**src/rtl/simon_io_pkg.sv**
```systemverilog
// Shared types and defaults for the Simon 32/64 stream load/unload path.
package simon_io_pkg;

  typedef enum logic [1:0] {IDLE, LOAD, RUN, UNLOAD} state_t;

  localparam int DEF_DATA_W   = 32;
  localparam int DEF_KEY_W    = 64;
  localparam int DEF_KEY_IN_W = 8;
  localparam int DEF_TXT_IN_W = 4;
  localparam int DEF_OUT_W    = 4;
  localparam int DEF_TIMEOUT  = 255;

  // Bits needed to index 0..v-1, never less than 1.
  function automatic int clog2(input int v);
    int r;
    r = 0;
    while ((1 << r) < v) r++;
    return (r == 0) ? 1 : r;
  endfunction

endpackage

```
**src/rtl/simon_piso.sv**
```systemverilog
// Parallel-load shift-out register, MSB-first beats, ready/valid with last flag.
module simon_piso
  import simon_io_pkg::*;
#(
  parameter int W  = DEF_DATA_W,
  parameter int BW = DEF_OUT_W
) (
  input  logic          clk,
  input  logic          reset,
  input  logic          load,
  input  logic [W-1:0]  din,
  input  logic          ready,
  output logic          valid,
  output logic [BW-1:0] dout,
  output logic          last
);
  localparam int N  = W / BW;
  localparam int CW = clog2(N + 1);
  localparam logic [CW-1:0] LAST_C = CW'(N - 1);

  logic [W-1:0]  sh;
  logic [CW-1:0] cnt;

  always_ff @(posedge clk or negedge reset) begin
    if (!reset) begin
      sh    <= '0;
      cnt   <= '0;
      valid <= 1'b0;
    end else if (load) begin
      sh    <= din;
      cnt   <= '0;
      valid <= 1'b1;
    end else if (valid && ready) begin
      if (cnt == LAST_C) begin
        valid <= 1'b0;
      end else begin
        sh  <= sh << BW;
        cnt <= cnt + 1'b1;
      end
    end
  end

  assign dout = sh[W-1 -: BW];
  assign last = valid && (cnt == LAST_C);

endmodule

```
**src/rtl/simon_stream_io.sv**
```systemverilog
// Narrow-pin key/text deserialiser, cipher-core launcher with watchdog,
// and result/echo streamer for the Simon 32/64 core.
module simon_stream_io
  import simon_io_pkg::*;
#(
  parameter int DATA_W   = DEF_DATA_W,
  parameter int KEY_W    = DEF_KEY_W,
  parameter int KEY_IN_W = DEF_KEY_IN_W,
  parameter int TXT_IN_W = DEF_TXT_IN_W,
  parameter int OUT_W    = DEF_OUT_W,
  parameter int TIMEOUT  = DEF_TIMEOUT
) (
  input  logic                clk,
  input  logic                reset,
  input  logic                start,
  input  logic                keep_key,
  input  logic                mode_in,
  input  logic                in_valid,
  input  logic [KEY_IN_W-1:0] key_in,
  input  logic [TXT_IN_W-1:0] txt_in,
  output logic                core_start,
  output logic                core_mode,
  output logic [KEY_W-1:0]    core_key,
  output logic [DATA_W-1:0]   core_data,
  input  logic                core_done,
  input  logic [DATA_W-1:0]   core_result,
  output logic                out_valid,
  input  logic                out_ready,
  output logic [OUT_W-1:0]    out_data,
  output logic [OUT_W-1:0]    echo_data,
  output logic                out_last,
  output logic                busy,
  output logic                err
);
  localparam int KB  = KEY_W / KEY_IN_W;
  localparam int TB  = DATA_W / TXT_IN_W;
  localparam int LBM = (KB > TB) ? KB : TB;
  localparam int CW  = clog2(LBM + 1);
  localparam int WW  = clog2(TIMEOUT + 1);

  localparam logic [CW-1:0] KB_C      = CW'(KB);
  localparam logic [CW-1:0] TB_C      = CW'(TB);
  localparam logic [CW-1:0] LAST_FULL = CW'(LBM - 1);
  localparam logic [CW-1:0] LAST_TXT  = CW'(TB - 1);
  localparam logic [WW-1:0] WD_LAST   = WW'(TIMEOUT - 1);

  if (KEY_W % KEY_IN_W != 0) begin : g_key_chk
    $error("KEY_IN_W must divide KEY_W");
  end
  if (DATA_W % TXT_IN_W != 0) begin : g_txt_chk
    $error("TXT_IN_W must divide DATA_W");
  end
  if (DATA_W % OUT_W != 0) begin : g_out_chk
    $error("OUT_W must divide DATA_W");
  end

  state_t        state;
  logic          keep_r;
  logic [CW-1:0] cnt;
  logic [WW-1:0] wd;
  logic [CW-1:0] lb_last;
  logic          load_out;
  logic          v_res, v_echo, l_res, l_echo;

  assign lb_last  = keep_r ? LAST_TXT : LAST_FULL;
  assign load_out = (state == RUN) && core_done;
  assign busy     = (state != IDLE);

  always_ff @(posedge clk or negedge reset) begin
    if (!reset) begin
      state      <= IDLE;
      keep_r     <= 1'b0;
      core_mode  <= 1'b0;
      core_start <= 1'b0;
      core_key   <= '0;
      core_data  <= '0;
      cnt        <= '0;
      wd         <= '0;
      err        <= 1'b0;
    end else begin
      core_start <= 1'b0;
      case (state)
        IDLE: if (start) begin
          core_mode <= mode_in;
          keep_r    <= keep_key;
          err       <= 1'b0;
          cnt       <= '0;
          state     <= LOAD;
        end
        LOAD: if (in_valid) begin
          if (!keep_r && cnt < KB_C) core_key  <= (core_key << KEY_IN_W) | KEY_W'(key_in);
          if (cnt < TB_C)            core_data <= (core_data << TXT_IN_W) | DATA_W'(txt_in);
          cnt <= cnt + 1'b1;
          if (cnt == lb_last) begin
            core_start <= 1'b1;
            wd         <= '0;
            state      <= RUN;
          end
        end
        // done beats the watchdog when both land in the same cycle
        RUN: if (core_done) begin
          state <= UNLOAD;
        end else if (wd == WD_LAST) begin
          err   <= 1'b1;
          state <= IDLE;
        end else begin
          wd <= wd + 1'b1;
        end
        UNLOAD: if (out_valid && out_ready && out_last) state <= IDLE;
        default: state <= IDLE;
      endcase
    end
  end

  simon_piso #(.W(DATA_W), .BW(OUT_W)) u_res (
    .clk(clk), .reset(reset), .load(load_out), .din(core_result),
    .ready(out_ready), .valid(v_res), .dout(out_data), .last(l_res)
  );

  simon_piso #(.W(DATA_W), .BW(OUT_W)) u_echo (
    .clk(clk), .reset(reset), .load(load_out), .din(core_data),
    .ready(out_ready), .valid(v_echo), .dout(echo_data), .last(l_echo)
  );

  // Both shifters step in lockstep; AND keeps every output observed.
  assign out_valid = v_res & v_echo;
  assign out_last  = l_res & l_echo;

endmodule
```
**config.mk**
```make
export PLATFORM = sky130hd
export DESIGN_NAME = simon_stream_io
export DESIGN_NICKNAME = d
export VERILOG_FILES = /design/src/rtl/simon_io_pkg.sv /design/src/rtl/simon_piso.sv /design/src/rtl/simon_stream_io.sv
export SDC_FILE = /design/constraint.sdc
export NUM_CORES = 1
export LEC_CHECK = 0
export BUFFER_PORTS_ARGS = -buffer_cell sky130_fd_sc_hd__buf_2
export CAP_MARGIN = 20
export CORE_AREA = 2 2 132 134
export DETAILED_ROUTE_END_ITERATION = 12
export DIE_AREA = 0 0 134 136
export HOLD_SLACK_MARGIN = 0.05
export PLACE_DENSITY_LB_ADDON = 0.12
export SYNTH_ARGS = -nofsm -noshare
export SYNTH_HDL_FRONTEND = slang
export SYNTH_SLANG_ARGS = --single-unit
```
**constraint.sdc**
```tcl
create_clock -name clk -period 2 [get_ports clk]
set_clock_uncertainty 0.15 [all_clocks]
set_input_delay 0.3 -clock clk [delete_from_list [all_inputs] [get_ports clk]]
set_output_delay 0.3 -clock clk [all_outputs]
set_load 0.1 [all_outputs]
```
==> metrics.md, run 1 <==
| Metric | Value |
|---|---|
| Status | `finished with violations` |
| Failing checks | `setup timing` |
| Global-route wire length before repair | `28,900 um` |
| Period Utilization, post-route | `102%` |
| Met2 WL | `8560 um` |
| Row cnt | `48` |
| CP endpoint | `out_last` |
| Number of synthesized flops with an enable pin | `0` |
| Initial DRT Pass Iterations | `4` |
| Htree depth | `4` |
| Final net count | `953` |
| Core area | `16,900 um2` |
| Startpoint types | `register` |
| Reg2reg setup slack | `0.09 ns` |
| Reg clk slew, reported paths | `0.07 ns` |
| Inserted Clock Buffers | `17` |
| Final setup margin | `-0.0318 ns` |
| RR Endpoint | `u_echo.sh[11]$_DFFE_PN0P_` |
| DRT iter0 DRCs | `317` |
| Top cells by count, synth | `188 x dfrtp_1, 131 x nand2_1, 67 x nor2_1, 60 x mux2_4, 58 x a31oi_1` |
| Area grow syn2layout | `27.5%` |
| Distinct cell type count of the synthesized netlist | `48` |
| Fin Hold WS | `0.111 ns` |
| Synth area leaders | `dfrtp_1 57%, mux2_4 11%, nand2_1 6.0%` |
| Post-synthesis cell area | `8260 um2` |
| Worst Max-Slew Pin Slew | `0.522 ns` |
| Post-Syn Instances | `690` |
| Layout cell share with drive strength beyond 1 | `37.2%` |
| Hold Path Class | `in -> reg` |
| Post-DR vias/cell | `5.17` |
| Clk_lat worst skew | `0.42 ns` |
| Max Freq | `0.492 GHz` |
| Worst R2R Start | `u_echo.cnt[1]$_DFFE_PN0P_` |
| Final wirelength | `17,700 um` |
| Max-cap violations | `0` |
| Initial antenna violation count | `1` |
| Dominant cell type by area after synthesis | `dfrtp_1` |
| Seq/Total Area, Yosys | `56.9%` |
| Die width | `134 um` |
| Root Buffer | `clkbuf_16` |
| Synth async-reset ratio | `100%` |
| CTS max path bufs | `2` |
| Die Y | `136 um` |
| Metal-1 WL | `8070 um` |
| Final hold vios | `0` |
| Die area | `18,200 um2` |
| Top routing layer in use | `met5` |
| Port bufs | `161` |
| Yosys top cell area share | `56.9%` |
| Detail Route Antenna Nets | `0` |
| Most common cell in the netlist | `dfrtp_1` |
| TritonCTS sink count | `188` |
| Fillers | `1,371` |
| GP Congestion | `0.777` |
| Post-DR wirelength/cell | `15.6 um` |
| Final global-route overflow total | `0` |
| Critical Path RT | `1.55 ns` |
| CTS tree | `done` |
| Synth Net Count | `747` |
| Antenna diodes | `0` |
| Minimum clock period | `2.03 ns` |
| Flop and latch count out of synthesis | `188` |
| Ys flop type | `dfrtp_1` |
| Fin. max-slew vios | `0` |
| Ys Warns | `0` |
| Via count | `5,861` |
| Final setup violation count | `1` |
| RSZ-0062 raised after global routing | `true` |
| Worst slew margin | `65.4%` |
| Vias in the first global route | `5,823` |
| CP Launch Point | `u_echo.cnt[1]$_DFFE_PN0P_` |
| WL met3 | `834 um` |
| Post-Syn Area per Cell | `12.0 um2` |
| Crit-path max FO | `4` |
| IO Count | `162` |
| Initial Utilization | `49.0%` |
| CP arrival | `1.58 ns` |
| Hpwl dp | `11,600 um` |
| FF-to-FF path depth | `8` |
| Crit path kind | `reg -> out` |
| Largest net degree at the start of global routing | `65` |
| Endpoint class of the critical path | `output pin` |
| Drt drc | `0` |
| GRT Overall Usage | `19.9%` |
area by class of cell:
class / instances / area (um2) / share of cell area (%)
multi-input combinational: 442 / 3190 / 30.3
inverter: 9 / 33.8 / 0.321
tap: 225 / 282 / 2.67
clock inverter: 12 / 185 / 1.76
clock buffer: 20 / 457 / 4.34
timing repair buffer: 238 / 1680 / 15.9
sequential: 188 / 4700 / 44.7
placed cells by master, fill, tap and decap left out, drive strengths merged, types with 2 or more instances in the layout:
master       count
clkbuf          22
a21oi            9
xor2             2
bufinv           4
nor2            67
or3              3
inv             11
ha               5
dfrtp          188
nor3             3
a22o            13
mux2           100
buf            189
nand2b           2
dlygate4sd3     47
o21bai           2
xnor2            2
clkinv           5
nand3b           3
nand2          131
a31oi           60
o21ai            5
a31o             5
and3             3
and4bb           2
nand4            3
nand3            8
cells by family after synthesis:
family                     synth area share (%)
AOI/OAI and AO/OA                          8.66
xor gates and xnor gates                  0.424
adders and majority gates                 0.757
buffers and inverters                      5.07
DFF                                        56.9
muxes                                      16.5
and+or+nand+nor                            11.7
worst min path at each step:
stage | start | end | slack [ns] | depth (start not counted)
6_report | out_ready | u_res.valid$_DFFE_PN0P_ | 0.11 | 4
5_1_grt | start | state[0]$_DFFE_PN0P_ | 0.13 | 4
4_1_cts | out_ready | u_res.valid$_DFFE_PN0P_ | 0.09 | 4
3_5_place_dp | reset | u_res.sh[18]$_DFFE_PN0P_ | 0.13 | 1
3_3_place_gp | reset | u_res.sh[17]$_DFFE_PN0P_ | 0.11 | 1
2_1_floorplan | reset | cnt[0]$_DFFE_PN0P_ | -0.15 | 0
routing by layer:
metal	vias to the layer above	track usage, %
li1	2785	-
met2	135	31.8
met4	2	5.91
met1	2917	26.7
met5	-	0
met3	22	5.59
per-stage QoR:
| step | std cells | area [um2] | TNS, ns | setup WS (ns) | util, % |
|---|---|---|---|---|---|
| 6_report | 1134 | 10500 | -0.0318 | -0.0318 | 62.4 |
| 5_1_grt | 1134 | 10500 | -0.139 | -0.139 | 62.4 |
| 3_3_place_gp | 1049 | 9320 | 0 | 0.141 | 55.2 |
| 4_1_cts | 1132 | 10500 | -0.0546 | -0.0546 | 62.0 |
| 2_1_floorplan | 690 | 8270 | -0.000164 | -0.000164 | - |
| 3_5_place_dp | 1049 | 9320 | 0 | 0.0919 | 55.2 |
flip-flops by register name, indices dropped and copies added (netlist names):
name          flops
core_key         64
core_data        32
u_echo.sh        32
u_res.sh         32
wd                8
cnt               4
u_echo.cnt        4
u_res.cnt         4
state             2
core_mode         1
core_start        1
err               1
keep_r            1
u_echo.valid      1
u_res.valid       1
repair_timing:
action                                  4_1_cts  5_1_grt
hold buffers                                 47        0
pin swaps                                     3        3
buffers inserted                              5        2
endpoints found under the setup margin        2       28
hold endpoints to repair                    195        0
resized for setup                             3        9
critical path, cell delays in order, from the launching register on:
cell and delay (ns):
dfrtp_1 0.40, ha_4 0.17, nand3b_1 0.15, nor3_4 0.24
buf_12 0.20
Power of run 1 is not shown: default switching activity piles up to over one toggle a cycle in this logic, so the estimate is an artifact.
==> inputs of run 2 (changes only) <==
--- a/config.mk
+++ b/config.mk
@@ -6,12 +6,12 @@
 export NUM_CORES = 1
 export LEC_CHECK = 0
 export BUFFER_PORTS_ARGS = -buffer_cell sky130_fd_sc_hd__buf_2
-export CAP_MARGIN = 20
-export CORE_AREA = 2 2 132 134
+export CORE_AREA = 2 2 126 128
 export DETAILED_ROUTE_END_ITERATION = 12
-export DIE_AREA = 0 0 134 136
+export DIE_AREA = 0 0 128 130
 export HOLD_SLACK_MARGIN = 0.05
 export PLACE_DENSITY_LB_ADDON = 0.12
+export REMOVE_ABC_BUFFERS = 1
 export SYNTH_ARGS = -nofsm -noshare
 export SYNTH_HDL_FRONTEND = slang
 export SYNTH_SLANG_ARGS = --single-unit
==> metrics.md, run 2 (same netlist as run 1, synthesis figures left out) <==
| Metric | Value |
|---|---|
| Die Y | `130 um (-4.4%)` |
| Area grow syn2layout | `27.0%` |
| Status | `finished with violations` |
| Reg area | `4700 um2 (unchanged)` |
| Max-cap violations | `0 (unchanged)` |
| Final setup margin | `-0.0388 ns (-0.00706 ns)` |
| Met2 WL | `8460 um (-1.2%)` |
| Crit path kind | `reg -> out` |
| Hpwl dp | `11,200 um (-3.7%)` |
| Final hold vios | `0 (unchanged)` |
| Core area | `15,400 um2 (-8.6%)` |
| CP Launch Point | `u_echo.cnt[1]$_DFFE_PN0P_` |
| DRT iter0 DRCs | `410 (+29%)` |
| Worst Max-Slew Pin Slew | `0.617 ns (+0.0952 ns)` |
| Commonest non-fill, non-tap cell in the layout | `dfrtp_1` |
| Port bufs | `161 (unchanged)` |
| Slowest stage delay, CP | `0.36 ns (-0.04 ns)` |
| RSZ-0062 raised after global routing | `true` |
| Vias in the first global route | `5,483 (-5.8%)` |
| Top routing layer in use | `met4` |
| Final wirelength | `17,100 um (-3.3%)` |
| Slowest CP cell | `dfrtp_1` |
| Final setup violation count | `1 (unchanged)` |
| Clk_lat worst skew | `0.42 ns (about the same)` |
| Initial DRT Pass Iterations | `5 (+1)` |
| TritonCTS sink count | `188 (unchanged)` |
| CP bufs+invs | `1 (unchanged)` |
| Commonest cells after routing, fill and taps aside | `188 x dfrtp_1, 157 x buf_2, 131 x nand2_1` |
| Inserted Clock Buffers | `17 (unchanged)` |
| Max Freq | `0.490 GHz (-0.35%)` |
| Total negative setup slack | `-0.0388 ns (-0.00706 ns)` |
| Crit-path max FO | `2 (-2)` |
| Critical Path RT | `1.55 ns (about the same)` |
| GP Congestion | `0.775 (-0.27%)` |
| Minimum clock period | `2.04 ns (+0.00706 ns)` |
| Initial Utilization | `53.6% (+4.6 points)` |
| Fin. max-slew vios | `0 (unchanged)` |
| Min-delay src | `out_ready` |
| Htree depth | `4 (unchanged)` |
| Die width | `128 um (-4.5%)` |
| Multi-input gate area | `3180 um2 (-0.47%)` |
| Failing checks | `setup timing` |
| Global-route wire length before repair | `27,900 um (-3.6%)` |
| Initial antenna violation count | `0 (-1)` |
| CTS tree | `done` |
| Post-DR vias/cell | `5.26 (+1.8%)` |
| Hold Path Class | `in -> reg` |
| Post-DR wirelength/cell | `15.4 um (-1.5%)` |
| IO Count | `162 (unchanged)` |
| Root Buffer | `clkbuf_16` |
| Reg clk slew, reported paths | `0.07 ns (about the same)` |
| Detail Route Antenna Nets | `0 (unchanged)` |
| Worst path cell trace | `ha_2 > nand3b_1 > nor3_4 > buf_12` |
| Period Utilization, post-route | `102% (+0.35 points)` |
| Endpoint class of the critical path | `output pin` |
| Worst slew margin | `58.7% (-6.7 points)` |
| WL met3 | `590 um (-29%)` |
| CTS max path bufs | `2 (unchanged)` |
| Startpoint types | `register` |
| Row cnt | `46 (-4.2%)` |
| Layout cell share with drive strength beyond 1 | `38.0% (+0.78 points)` |
| Metal-1 WL | `7840 um (-2.9%)` |
| Largest Register | `core_key` |
| Antenna diodes | `0 (unchanged)` |
| Drt drc | `0 (unchanged)` |
| Final global-route overflow total | `0 (unchanged)` |
| CP arrival | `1.59 ns (about the same)` |
| Via count | `5,861 (unchanged)` |
| GRT Overall Usage | `21.2% (+1.3 points)` |
| Max reg flops | `64 (unchanged)` |
| Fillers | `1,144 (-17%)` |
| Largest net degree at the start of global routing | `53 (-18%)` |
| Die area | `16,600 um2 (-8.7%)` |
| Final net count | `966 (+1.4%)` |
| Worst R2R Start | `cnt[3]$_DFFE_PN0P_` |
| Family with the most delay on the worst path | `simple AND/OR/NAND/NOR gates` |
-- run 2: cell count changes in the layout (fill, tap and decap cells not counted), moves of 2 or more --
cell / before / now
bufinv_16: 4 / 2
buf_4: 18 / 33
clkbuf_8: 3 / 1
clkinvlp_4: 1 / 4
-- run 2: worst register-to-register path: cells and delay by family, from the launching register on --
kind                   cells  cell delay [ns]
buffers and inverters      2             0.42
and+or+nand+nor            2             0.52
DFF                        1             0.41
muxes                      1             0.31
-- run 2: routing by layer --
metal | track usage, % | up-vias
li1 | - | 2821
met1 | 29.0 | 2886
met2 | 34.2 | 131
met3 | 5.25 | 23
met4 | 6.08 | 0
met5 | 0 | -
-- run 2: final timing paths --
path                                            end  slack, ns  cells after the start
min reg2reg                u_echo.sh[2]$_DFFE_PN0P_       0.35                      1
min in group asynchronous  core_key[40]$_DFFE_PN0P_       0.24                      2
max                                        out_last      -0.04                      4
min                         u_res.valid$_DFFE_PN0P_       0.09                      4
max reg2reg                core_key[51]$_DFFE_PN0P_       0.08                      5
max in group asynchronous  core_data[9]$_DFFE_PN0P_       0.83                      3
-- run 2: final cells by class --
class                   count  share of cell area [%]
clock inverters            13                    1.37
flip-flops and latches    188                    44.8
multi-input cells         442                    30.3
clock buffers              19                    4.12
repair buffers            251                    16.8
well taps                 192                    2.29
inverters                   9                   0.322
-- run 2: per-stage QoR --
| stage | worst slack [ns] | instances | cell area [um2] | hold WS, ns | util [%] |
|---|---|---|---|---|---|
| 6_report | -0.0388 | 1114 | 10500 | 0.0888 | 68.1 |
| 5_1_grt | -0.131 | 1114 | 10500 | 0.0935 | 68.1 |
| 4_1_cts | -0.0612 | 1112 | 10500 | 0.0541 | 67.8 |
| 3_5_place_dp | 0.0894 | 1028 | 9360 | 0.147 | 60.7 |
| 3_3_place_gp | 0.114 | 1028 | 9360 | 0.133 | 60.7 |
| 2_1_floorplan | -1.85 | 639 | 7880 | -0.146 | - |
-- run 2: repair_timing --
action,in CTS,in global routing
hold endpoints to repair,92,0
hold buffers,47,0
gates resized for setup,4,5
setup buffers,5,2
endpoints found under the setup margin,2,4
pin swaps,3,2
Power of run 2 is left out for the same reason.
